$ cat config.mk
export PLATFORM = sky130hd
export DESIGN_NAME = pcs_tx_code_group_ctrl
export DESIGN_NICKNAME = d
export VERILOG_FILES = /design/src/rtl/pcs_tx_code_group_ctrl.sv
export SDC_FILE = /design/constraint.sdc
export NUM_CORES = 1
export LEC_CHECK = 0
export CORE_MARGIN = 5
export CORE_UTILIZATION = 49
export CTS_CLUSTER_DIAMETER = 40
export DETAILED_ROUTE_END_ITERATION = 12
export GPL_TIMING_DRIVEN = 0
export PLACE_DENSITY_LB_ADDON = 0.15
export SETUP_SLACK_MARGIN = 0.4
export SYNTH_ARGS = -nofsm -noshare
export SYNTH_HDL_FRONTEND = slang
export SYNTH_SLANG_ARGS = --single-unit
$ cat constraint.sdc
create_clock -name GTX_CLK -period 1.6 [get_ports GTX_CLK]
set_input_delay 0.24 -clock GTX_CLK [delete_from_list [all_inputs] [get_ports GTX_CLK]]
set_output_delay 0.24 -clock GTX_CLK [all_outputs]
set_load 0.05 [all_outputs]
$ cat src/rtl/pcs_tx_code_group_ctrl.sv
// pcs_tx_code_group_ctrl
// Code-group sequencer for the 1000BASE-X PCS transmit path. It sits between
// the ordered-set transmit FSM and the 8b/10b encoder, and expands each
// requested ordered set into one octet plus a K flag per clock.
//
// Ports
//   GTX_CLK           in   code-group clock, one code-group per rising edge
//   mr_main_reset     in   asynchronous reset, active-low
//   tx_o_set[2:0]     in   0 /D/, 1 /I/, 2 /S/, 3 /T/, 4 /R/, 5 /V/, 6 /C/, 7 invalid
//   TXD[7:0]          in   data octet for /D/
//   tx_disparity      in   encoder running disparity, 1 = positive
//   tx_config_reg     in   16-bit config word carried in /C/
//   tx_code_octet     out  octet to the encoder
//   tx_code_is_k      out  1 = octet is a K code
//   tx_even           out  1 = current code-group occupies an even slot
//   TX_OSET_indicate  out  1 = current code-group is the last of its ordered set
//
// State    | meaning (what the next rising edge produces)
// GENERATE | sample a new set; emit its only/first code-group or an /R/ pad
// PAD      | emit K28.5 of the /I/ or /C/ held across the pad
// IDLE_B   | emit second /I/ code-group (D5.6 or D16.2)
// CFG_B    | emit D21.5 (C1) or D2.2 (C2)
// CFG_C    | emit config low octet
// CFG_D    | emit config high octet, set complete
module pcs_tx_code_group_ctrl #(
   parameter bit         EN_ALIGN_PAD  = 1'b1,
   parameter logic [7:0] INVALID_OCTET = 8'hFE
) (
   input  logic        GTX_CLK,
   input  logic        mr_main_reset,
   input  logic [2:0]  tx_o_set,
   input  logic [7:0]  TXD,
   input  logic        tx_disparity,
   input  logic [15:0] tx_config_reg,
   output logic [7:0]  tx_code_octet,
   output logic        tx_code_is_k,
   output logic        tx_even,
   output logic        TX_OSET_indicate
);

   localparam logic [2:0] OS_D = 3'd0;
   localparam logic [2:0] OS_I = 3'd1;
   localparam logic [2:0] OS_S = 3'd2;
   localparam logic [2:0] OS_T = 3'd3;
   localparam logic [2:0] OS_R = 3'd4;
   localparam logic [2:0] OS_V = 3'd5;
   localparam logic [2:0] OS_C = 3'd6;

   localparam logic [7:0] K28_5 = 8'hBC;
   localparam logic [7:0] K27_7 = 8'hFB;
   localparam logic [7:0] K29_7 = 8'hFD;
   localparam logic [7:0] K23_7 = 8'hF7;
   localparam logic [7:0] K30_7 = 8'hFE;
   localparam logic [7:0] D5_6  = 8'hC5;
   localparam logic [7:0] D16_2 = 8'h50;
   localparam logic [7:0] D21_5 = 8'hB5;
   localparam logic [7:0] D2_2  = 8'h42;

   typedef enum logic [2:0] {
      ST_GENERATE,
      ST_PAD,
      ST_IDLE_B,
      ST_CFG_B,
      ST_CFG_C,
      ST_CFG_D
   } state_t;

   state_t      state_q, state_d;
   logic [2:0]  oset_q, oset_d;
   logic        disp_q, disp_d;
   logic [15:0] cfg_q, cfg_d;
   logic        alt_q, alt_d;     // set in progress is C2
   logic        tog_q, tog_d;     // next /C/ set will be C2
   logic [7:0]  octet_q, octet_d;
   logic        k_q, k_d;
   logic        even_q, even_d;
   logic        ind_q, ind_d;

   always_ff @(posedge GTX_CLK or negedge mr_main_reset) begin
      if (!mr_main_reset) begin
         state_q <= ST_GENERATE;
         oset_q  <= OS_I;
         disp_q  <= 1'b0;
         cfg_q   <= 16'h0000;
         alt_q   <= 1'b0;
         tog_q   <= 1'b0;
         octet_q <= 8'h00;
         k_q     <= 1'b0;
         even_q  <= 1'b0;
         ind_q   <= 1'b1;
      end else begin
         state_q <= state_d;
         oset_q  <= oset_d;
         disp_q  <= disp_d;
         cfg_q   <= cfg_d;
         alt_q   <= alt_d;
         tog_q   <= tog_d;
         octet_q <= octet_d;
         k_q     <= k_d;
         even_q  <= even_d;
         ind_q   <= ind_d;
      end
   end

   always_comb begin
      state_d = state_q;
      oset_d  = oset_q;
      disp_d  = disp_q;
      cfg_d   = cfg_q;
      alt_d   = alt_q;
      tog_d   = tog_q;
      octet_d = 8'h00;
      k_d     = 1'b0;
      ind_d   = 1'b0;
      even_d  = ~even_q;

      case (state_q)
         ST_GENERATE: begin
            // Only reached when TX_OSET_indicate is high, so this is the
            // sampling edge for a new ordered set.
            oset_d = tx_o_set;
            disp_d = tx_disparity;
            cfg_d  = tx_config_reg;
            if (tx_o_set == OS_C) begin
               alt_d = tog_q;
               tog_d = ~tog_q;
            end else begin
               alt_d = 1'b0;
               tog_d = 1'b0;
            end
            case (tx_o_set)
               OS_D: begin octet_d = TXD;   ind_d = 1'b1; end
               OS_S: begin octet_d = K27_7; k_d = 1'b1; ind_d = 1'b1; end
               OS_T: begin octet_d = K29_7; k_d = 1'b1; ind_d = 1'b1; end
               OS_R: begin octet_d = K23_7; k_d = 1'b1; ind_d = 1'b1; end
               OS_V: begin octet_d = K30_7; k_d = 1'b1; ind_d = 1'b1; end
               OS_I, OS_C: begin
                  k_d = 1'b1;
                  // even_q high means the upcoming slot is odd.
                  if (EN_ALIGN_PAD && even_q) begin
                     octet_d = K23_7;
                     state_d = ST_PAD;
                  end else begin
                     octet_d = K28_5;
                     state_d = (tx_o_set == OS_I) ? ST_IDLE_B : ST_CFG_B;
                  end
               end
               default: begin octet_d = INVALID_OCTET; k_d = 1'b1; ind_d = 1'b1; end
            endcase
         end
         ST_PAD: begin
            octet_d = K28_5;
            k_d     = 1'b1;
            state_d = (oset_q == OS_I) ? ST_IDLE_B : ST_CFG_B;
         end
         ST_IDLE_B: begin
            octet_d = disp_q ? D5_6 : D16_2;
            ind_d   = 1'b1;
            state_d = ST_GENERATE;
         end
         ST_CFG_B: begin
            octet_d = alt_q ? D2_2 : D21_5;
            state_d = ST_CFG_C;
         end
         ST_CFG_C: begin
            octet_d = cfg_q[7:0];
            state_d = ST_CFG_D;
         end
         ST_CFG_D: begin
            octet_d = cfg_q[15:8];
            ind_d   = 1'b1;
            state_d = ST_GENERATE;
         end
         default: begin
            ind_d   = 1'b1;
            state_d = ST_GENERATE;
         end
      endcase
   end

   assign tx_code_octet    = octet_q;
   assign tx_code_is_k     = k_q;
   assign tx_even          = even_q;
   assign TX_OSET_indicate = ind_q;

endmodule

# Word level (Yosys, flattened, before mapping)
# Cells that the tools add are included.
[word_totals] register_bits=36 latch_bits=0 ramBits=0 rom_bits=0 input_bits=30 out_inout_bits=11 wordCells=44 memories=0
[op_classes] n_addsub=0 mul=0 div_mod_pow=0 magnitude_cmp=0 n_eq_ne=12 shifts=0 muxes=16 bitwise_logic=2 n_reduce_logical=4
[ops] op="8-bit one-hot mux with 6 select lines" count=1
[ops] op="8-bit one-hot mux with 5 select lines" count=1
[ops] op="8-bit 2-to-1 mux" count=2
[ops] op="3-bit by 2-bit equality test with 1-bit output (second input constant)" count=4
[ops] op="3-bit equality test (second input constant)" count=4
[ops] op="3-bit one-hot mux with 4 select lines" count=1
[ops] op="3-bit by 1-bit equality test with 1-bit output (second input constant)" count=3
[ops] op="7-bit 2-to-1 mux" count=1
[ops] op="3-bit zero test" count=2
[ops] op="1-bit 2-to-1 mux" count=6
[ops] op="1-bit one-hot mux with 2 select lines" count=2
[ops] op="3-bit 2-to-1 mux" count=1
[ops] op="3-bit OR reduction" count=1
[ops] op="2-bit 2-to-1 mux" count=1
[ops] op="2-bit by 1-bit != test with 1-bit output (second input constant)" count=1
[ops] op="1-bit inverter" count=2
[ops] op="2-bit OR reduction" count=1

# Logic depth before layout (Yosys ltp)
# Gate-level depths: netlist (run 1).
[logic_depth] word_depth=5 mapped_depth=6 depth_no_buf=3

# Worst setup path after synthesis (run 1)
# OpenSTA, ideal clock, no wires.
[synth_path] kind="flip-flop to flip-flop" startpoint="reg state_q[0]" endpoint="reg tog_q" arrival_ns=1.178 t_required_ns=1.475 path_slack_ns=0.297 stages_incl_launch_ff=5 path_buffers=2 synth_period_minus_slack_ns=1.303 cell_sequence="dfrtp_1 -> buf_6 -> or3_1 -> buf_2 -> mux2_4"
[synth_between] elab_chain_cells=1
[synth_lines] item="start, declared" line_no="68" text="state_t state_q, state_d;"
[synth_lines] item="start signal, assigned" line_no="92" text="state_q <= state_d;"
[synth_lines] item="3-bit zero test" line_no="117" text="case (state_q)"
[synth_lines] item="end signal, assigned" line_no="97" text="tog_q <= tog_d;"
[synth_lines] item="end, declared" line_no="73" text="logic tog_q, tog_d;"
# Every way passes these cells.
# A chain may end at the register's enable or synchronous reset.

# Worst setup path in the final report (run 1)
# Ends and elaborated chain as after synthesis.

==> flow_metrics.env, run 1 <==
export IMPL_status="finished, final reports clean"
export IMPL_synth_mux_area_share_pct=5.32
export IMPL_synth_cell_type_count=47
export IMPL_setup_viol=0
export IMPL_hold_slack_ns=0.0307
export IMPL_r2r_end="tog_q"
export IMPL_cts_buffer_depth=2
export IMPL_nFillCells=276
export IMPL_ff2ff_setup_slack_ns=0.20
export IMPL_ff_latch_area_um2=906
export IMPL_syn_avg_cell_area_um2=9.87
export IMPL_insertion_delay_ns=0.29
export IMPL_synthAdderAreaFrac_pct=0
export IMPL_grt_pass1_vias=1544
export IMPL_multi_input_area_um2=846
export IMPL_syn_nets=211
export IMPL_cts_tree="built"
export IMPL_post_route_cell_area_mm2=0.00254
export IMPL_fmax_mhz=717
export IMPL_synthCells=181
export IMPL_rows=22
export IMPL_hold_buffers=0
export IMPL_critPathLaunchType="flop"
export IMPL_hpwl_um=3020
export IMPL_relSlewSlack_pct=46.1
export IMPL_final_cell_mix="nand2_1, dfrtp_1, clkdlybuf4s50_1"
export IMPL_ir_drop_mv=1.09
export IMPL_start_util_pct=49.5
export IMPL_rsz0062_at_grt="yes"
export IMPL_ys_async_sr_fraction_pct=100
export IMPL_place_area_mm2=0.00223
export IMPL_die_x_um=70.4
export IMPL_placed_cells=267
export IMPL_min_period_over_period_pct=87.2
export IMPL_grt_max_degree=37
export IMPL_num_vias=1567
export IMPL_ys_flop_type="dfrtp_1"
export IMPL_worstSetupEndpointType="flop"
export IMPL_powerDensity_mw_per_mm2=2060
export IMPL_yosysTopAreaCell="dfrtp_1"
export IMPL_reg2reg_depth=4
export IMPL_synth_seq_area_share_pct=50.6
export IMPL_maxSlewViolCount=0
export IMPL_drcViolationCount=0
export IMPL_stdcell_count=288
export IMPL_drtPass1Iterations=4
export IMPL_areaGrowthSynthToFinish_pct=41.9
export IMPL_layout_commonest_cell="nand2_1"
export IMPL_period_needed_ns=1.40
export IMPL_synth_seq_cells=36
export IMPL_worstReg2RegStart="state_q[0]"
export IMPL_maxCapViolations=0
export IMPL_yosysWarnings=0
export IMPL_synth_xor_area_share_pct=0
export IMPL_die_y_um=70.4
export IMPL_h_tree_depth=2
export IMPL_routed_via_density=5.44
export IMPL_cts_buffers=5
export IMPL_worst_pin_slew_ns=0.809
export IMPL_worstPathArrival_ns=1.56
export IMPL_avgRoutedWirePerCell_um=16.4
export IMPL_syn_area_mm2=0.00179
export IMPL_ios=41
export IMPL_synth_top_cell_area_share_pct=47.6
export IMPL_crit_fanout=8
export IMPL_skew_ns=0.0123
export IMPL_wl_um=4730
export IMPL_clk_pin_slew_ns=0.08
export IMPL_cp_required_ns=1.77
export IMPL_clock_sinks=36
export IMPL_synth_compound_area_share_pct=15.2
export IMPL_path_class="flop to flop"
export IMPL_antenna_found_initial=0
export IMPL_gp_congestion=0.818
export IMPL_drive_above_1_share_pct=33.3
export IMPL_grt_pass1_wl_um=7360
export IMPL_finalHoldViolCount=0
export IMPL_antenna_cells=0
export IMPL_num_nets_final=269
export IMPL_portBuffers=38
export IMPL_die_area_mm2=0.00495
export IMPL_synth_top_family_by_area="simple AND/OR/NAND/NOR gates"
export IMPL_cts_root_buffer="clkbuf_8"
export IMPL_drt_first_iter_violations=126
export IMPL_p_leak_uw=0.00119
export IMPL_drt_antenna_violating_nets=0
export IMPL_core_area_mm2=0.00361
export IMPL_yosys_area_share_simple_pct=21.6
export IMPL_synth_edff_count=0
export IMPL_grt_remaining_overflow=0
export IMPL_synth_area_top_cells="dfrtp_1, nand2_1, mux2i_1"
export IMPL_track_usage_pct=19.2
export IMPL_worst_hold_path_type="input pin to async pin"
==> cells by family after synthesis <==
group	after synthesis
and+or+nand+nor	81
buffers and inverters	20
AOI/OAI and AO/OA	35
DFF	36
muxes	9
==> area by class of cell <==
class                           instances  area share (%)
Clock buffer                            8            3.95
Sequential cell                        36            35.7
Timing Repair Buffer                   51            17.9
Buffer                                 13            5.67
Multi-Input combinational cell        125            33.3
Tap cell                               48            2.37
Inverter                                7            1.04
==> worst max-delay path, cell delays in order (launching register included) <==
cell and delay, ns:
dfrtp_1 0.38, buf_6 0.14, or3_4 0.33, buf_8 0.15
mux2_4 0.26
==> power breakdown <==
| group | internal, uW | switching, uW |
|---|---|---|
| Clock | 393 | 326 |
| Combinational | 1290 | 1640 |
| Sequential | 1350 | 234 |
| Total | 3040 | 2200 |
==> synth_stat cells, drive strengths merged (2+ instances only) <==
cell type and number:
nor2 4, dfrtp 34, a21oi 4, o21ai 10
dfstp 2, inv 7, nor3 2, buf 13
nand3 2, o221ai 4, or3 2, o211ai 3
nand2b 4, a21o 2, nand2 58, nor2b 2
mux2i 8
==> registers in the layout (all words and copies together) (netlist names) <==
register / cells
oset_q: 3
tx_code_octet: 8
tx_code_is_k: 1
state_q: 3
alt_q: 1
tog_q: 1
tx_even: 1
TX_OSET_indicate: 1
cfg_q: 16
disp_q: 1
==> worst max-delay path by stage <==
| stage | endpoint | start | depth (start not counted) | slack [ns] |
|---|---|---|---|---|
| 5_1_grt | cfg_q[15] | state_q[0] | 6 | 0.16 |
| 3_5_place_dp | tx_code_octet[0] | tx_o_set[0] | 5 | -0.14 |
| 4_1_cts | tog_q | state_q[0] | 4 | 0.23 |
| 6_report | tog_q | state_q[0] | 4 | 0.20 |
| 3_3_place_gp | tx_even | mr_main_reset | 1 | -0.55 |
| 2_1_floorplan | tog_q | state_q[0] | 4 | 0.30 |
==> what timing repair did <==
| item | CTS | global route |
|---|---|---|
| endpoints found under the setup margin | 43 | 35 |
| gates resized for setup | 79 | 23 |
| gates cloned | 1 | 1 |
| pin swaps | 7 | 6 |
| buffers inserted | 7 | 4 |
==> layer usage <==
layer,GRT usage [%],vias to the layer above,wire length (um)
li1,-,727,-
met1,24.0,767,1910
met2,30.1,61,2390
met3,5.47,12,310
met4,10.0,0,121
met5,0,-,0
==> metrics by stage <==
stage | TNS [ns] | utilization [%] | total power (uW) | worst slack, ns
final | 0 | 70.3 | 5230 | 0.204
after global routing | 0 | 70.3 | 5530 | 0.163
after CTS | 0 | 66.6 | 4850 | 0.235
after detailed placement | -0.739 | 61.8 | 3930 | -0.135
after global placement | -15.44 | 62.0 | 3870 | -0.548
after floorplan | 0 | - | 3240 | 0.301
(Power assumes the default switching activity.)
==> inputs of run 2 (changes only) <==
CORE_UTILIZATION = 51   (was 49)
CTS_BUF_LIST = sky130_fd_sc_hd__clkbuf_4   (was unset)
==> run 2 against run 1 <==
  * Wire length is 2.2% lower
  * Final cell count is 0.69% lower
  * Fmax is 2.3% higher
  * Clock skew is 0.0044 ns lower
  * Flip-flop and latch count stayed put
  * Setup slack better by 0.031 ns
  * Global-route usage is 0.83 points higher
  * Sequential power hardly changed
  * Utilization is 4.6 points higher
  * First-iteration DRC count is 9.5% higher
  * Sequential share of layout area is 0.26 points higher
  * Worst hold slack better by 0.27 ns
  * Largest power group unchanged
==> flow_metrics.env, run 2 (synthesized netlist as in run 1, its figures left out) <==
export IMPL_drt_antenna_violating_nets=0
export IMPL_finalHoldViolCount=0
export IMPL_critPathBufInv=2
export IMPL_rows=21
export IMPL_path_delay_family="flip-flops"
export IMPL_ir_drop_mv=0.888
export IMPL_registers_top_by_ff_count="cfg_q"
export IMPL_die_area_mm2=0.00479
export IMPL_cts_buffer_depth=2
export IMPL_track_usage_pct=20.1
export IMPL_cts_buffers=5
export IMPL_worst_hold_path_type="input pin to flop"
export IMPL_skew_ns=0.00789
export IMPL_crit_slowest_cell="dfrtp_1"
export IMPL_maxCapViolations=0
export IMPL_drive_above_1_share_pct=32.5
export IMPL_gp_congestion=0.852
export IMPL_cts_tree="built"
export IMPL_placed_cells=265
export IMPL_rsz0062_at_grt="yes"
export IMPL_min_period_over_period_pct=85.3
export IMPL_cp_required_ns=1.84
export IMPL_nFillCells=268
export IMPL_setup_viol=0
export IMPL_worstSetupEndpointType="flop"
export IMPL_ff_latch_area_um2=907
export IMPL_place_ws_ns=-0.141
export IMPL_max_stage_delay_ns=0.39
export IMPL_final_cell_mix="nand2_1, dfrtp_1, clkdlybuf4s50_1"
export IMPL_period_needed_ns=1.36
export IMPL_cts_root_buffer="clkbuf_4"
export IMPL_worst_pin_slew_ns=0.479
export IMPL_drt_first_iter_violations=138
export IMPL_crit_top_cell="buf_6"
export IMPL_worstReg2RegStart="state_q[0]"
export IMPL_core_area_mm2=0.00336
export IMPL_drtPass1Iterations=4
export IMPL_layout_commonest_cell="nand2_1"
export IMPL_clk_pin_slew_ns=0.11
export IMPL_start_util_pct=53.1
export IMPL_avgRoutedWirePerCell_um=16.2
export IMPL_worstPathArrival_ns=1.60
export IMPL_grt_pass1_vias=1606
export IMPL_relSlewSlack_pct=68.1
export IMPL_worst_slack_ns=0.236
export IMPL_r2r_end="tog_q"
export IMPL_h_tree_depth=2
export IMPL_path_class="flop to flop"
export IMPL_routed_via_density=5.30
export IMPL_ios=41
export IMPL_grt_pass1_wl_um=7650
export IMPL_crit_fanout=7
export IMPL_drcViolationCount=0
export IMPL_hpwl_um=2990
export IMPL_cp_cell_sequence="buf_6 -> or3_4 -> buf_6 -> mux2_4"
export IMPL_wl_um=4630
export IMPL_critPathLaunchType="flop"
export IMPL_whs_path_depth=3
export IMPL_maxSlewViolCount=0
export IMPL_grt_remaining_overflow=0
export IMPL_antenna_cells=0
export IMPL_min_from="tx_o_set[1]"
export IMPL_stdcell_count=286
export IMPL_p_leak_uw=0.00117
export IMPL_die_y_um=69.2
export IMPL_status="finished, final reports clean"
export IMPL_areaGrowthSynthToFinish_pct=41.1
export IMPL_grt_max_degree=37
export IMPL_die_x_um=69.2
export IMPL_insertion_delay_ns=0.34
export IMPL_antenna_found_initial=0
export IMPL_num_nets_final=269
export IMPL_ff2ff_setup_slack_ns=0.24
export IMPL_portBuffers=38
export IMPL_clock_sinks=36
export IMPL_min_to="oset_q[1]"
export IMPL_fmax_mhz=733
export IMPL_multi_input_area_um2=851
export IMPL_largest_reg_flops=16
export IMPL_reg2reg_depth=4
export IMPL_powerDensity_mw_per_mm2=1960
export IMPL_num_vias=1516
## run 2: cell types whose count changed in the layout (fill, tap and decap cells not counted), sizes merged
cell and change:
buf -9, clkbuf +5, bufbuf +1, clkinv +1
clkinvlp +1, dlygate4sd3 +1
## run 2: how the worst max path moves through the flow
stage	slack (ns)	end	depth (start not counted)	startpoint
after floorplan	0.30	tog_q	4	state_q[0]
after global placement	-0.54	tx_even	1	mr_main_reset
after detailed placement	-0.14	tx_code_octet[4]	5	tx_o_set[0]
after CTS	0.24	oset_q[2]	5	state_q[1]
after global routing	0.19	cfg_q[7]	6	state_q[0]
final	0.24	tog_q	4	state_q[0]
## run 2: what timing repair did
item,in CTS,in global routing
pin swaps,3,4
resized for setup,69,36
hold buffers,1,0
gates cloned,2,0
setup buffers,9,1
endpoints found under the setup margin,42,75
hold endpoints to repair,34,0
## run 2: routing by layer
| metal | vias up | global-route usage, % | share of wire [%] |
|---|---|---|---|
| li1 | 728 | - | - |
| met1 | 718 | 24.2 | 41 |
| met2 | 61 | 33.7 | 51 |
| met3 | 9 | 4.49 | 6.1 |
| met4 | 0 | 9.76 | 2.2 |
| met5 | - | 0 | 0 |
## run 2: final cells by class
type	instances	share of cell area [%]
Clock inverter	2	0.447
Buffer	13	5.56
Timing Repair Buffer	51	19.2
Tap cell	46	2.28
Multi-Input combinational cell	125	33.7
Sequential cell	36	36.0
Inverter	7	1.04
Clock buffer	6	1.79
## run 2: power by group
| group | internal, uW | leakage, uW | switching (uW) |
|---|---|---|---|
| Sequential | 1350 | 0.000427 | 243 |
| Clock | 184 | 0.0000293 | 295 |
| Combinational | 1280 | 0.000711 | 1580 |
| Total | 2820 | 0.00117 | 2120 |
## run 2: tightest hold or removal path: cells and delay by family
kind                   cells  cell delay, ns
buffers and inverters      2            0.30
AOI/OAI and AO/OA          1            0.08
## run 2: stage by stage
step           utilization, %  hold WS, ns  area (um^2)  setup TNS, ns  total power (uW)
2_1_floorplan               -      -0.0556         1790              0              3240
3_3_place_gp             66.4        0.453         2230         -15.27              3850
3_5_place_dp             66.2        0.359         2230         -0.733              3930
4_1_cts                  71.2        0.278         2390              0              4600
5_1_grt                  75.0        0.269         2520              0              5260
6_report                 75.0        0.302         2520              0              4940
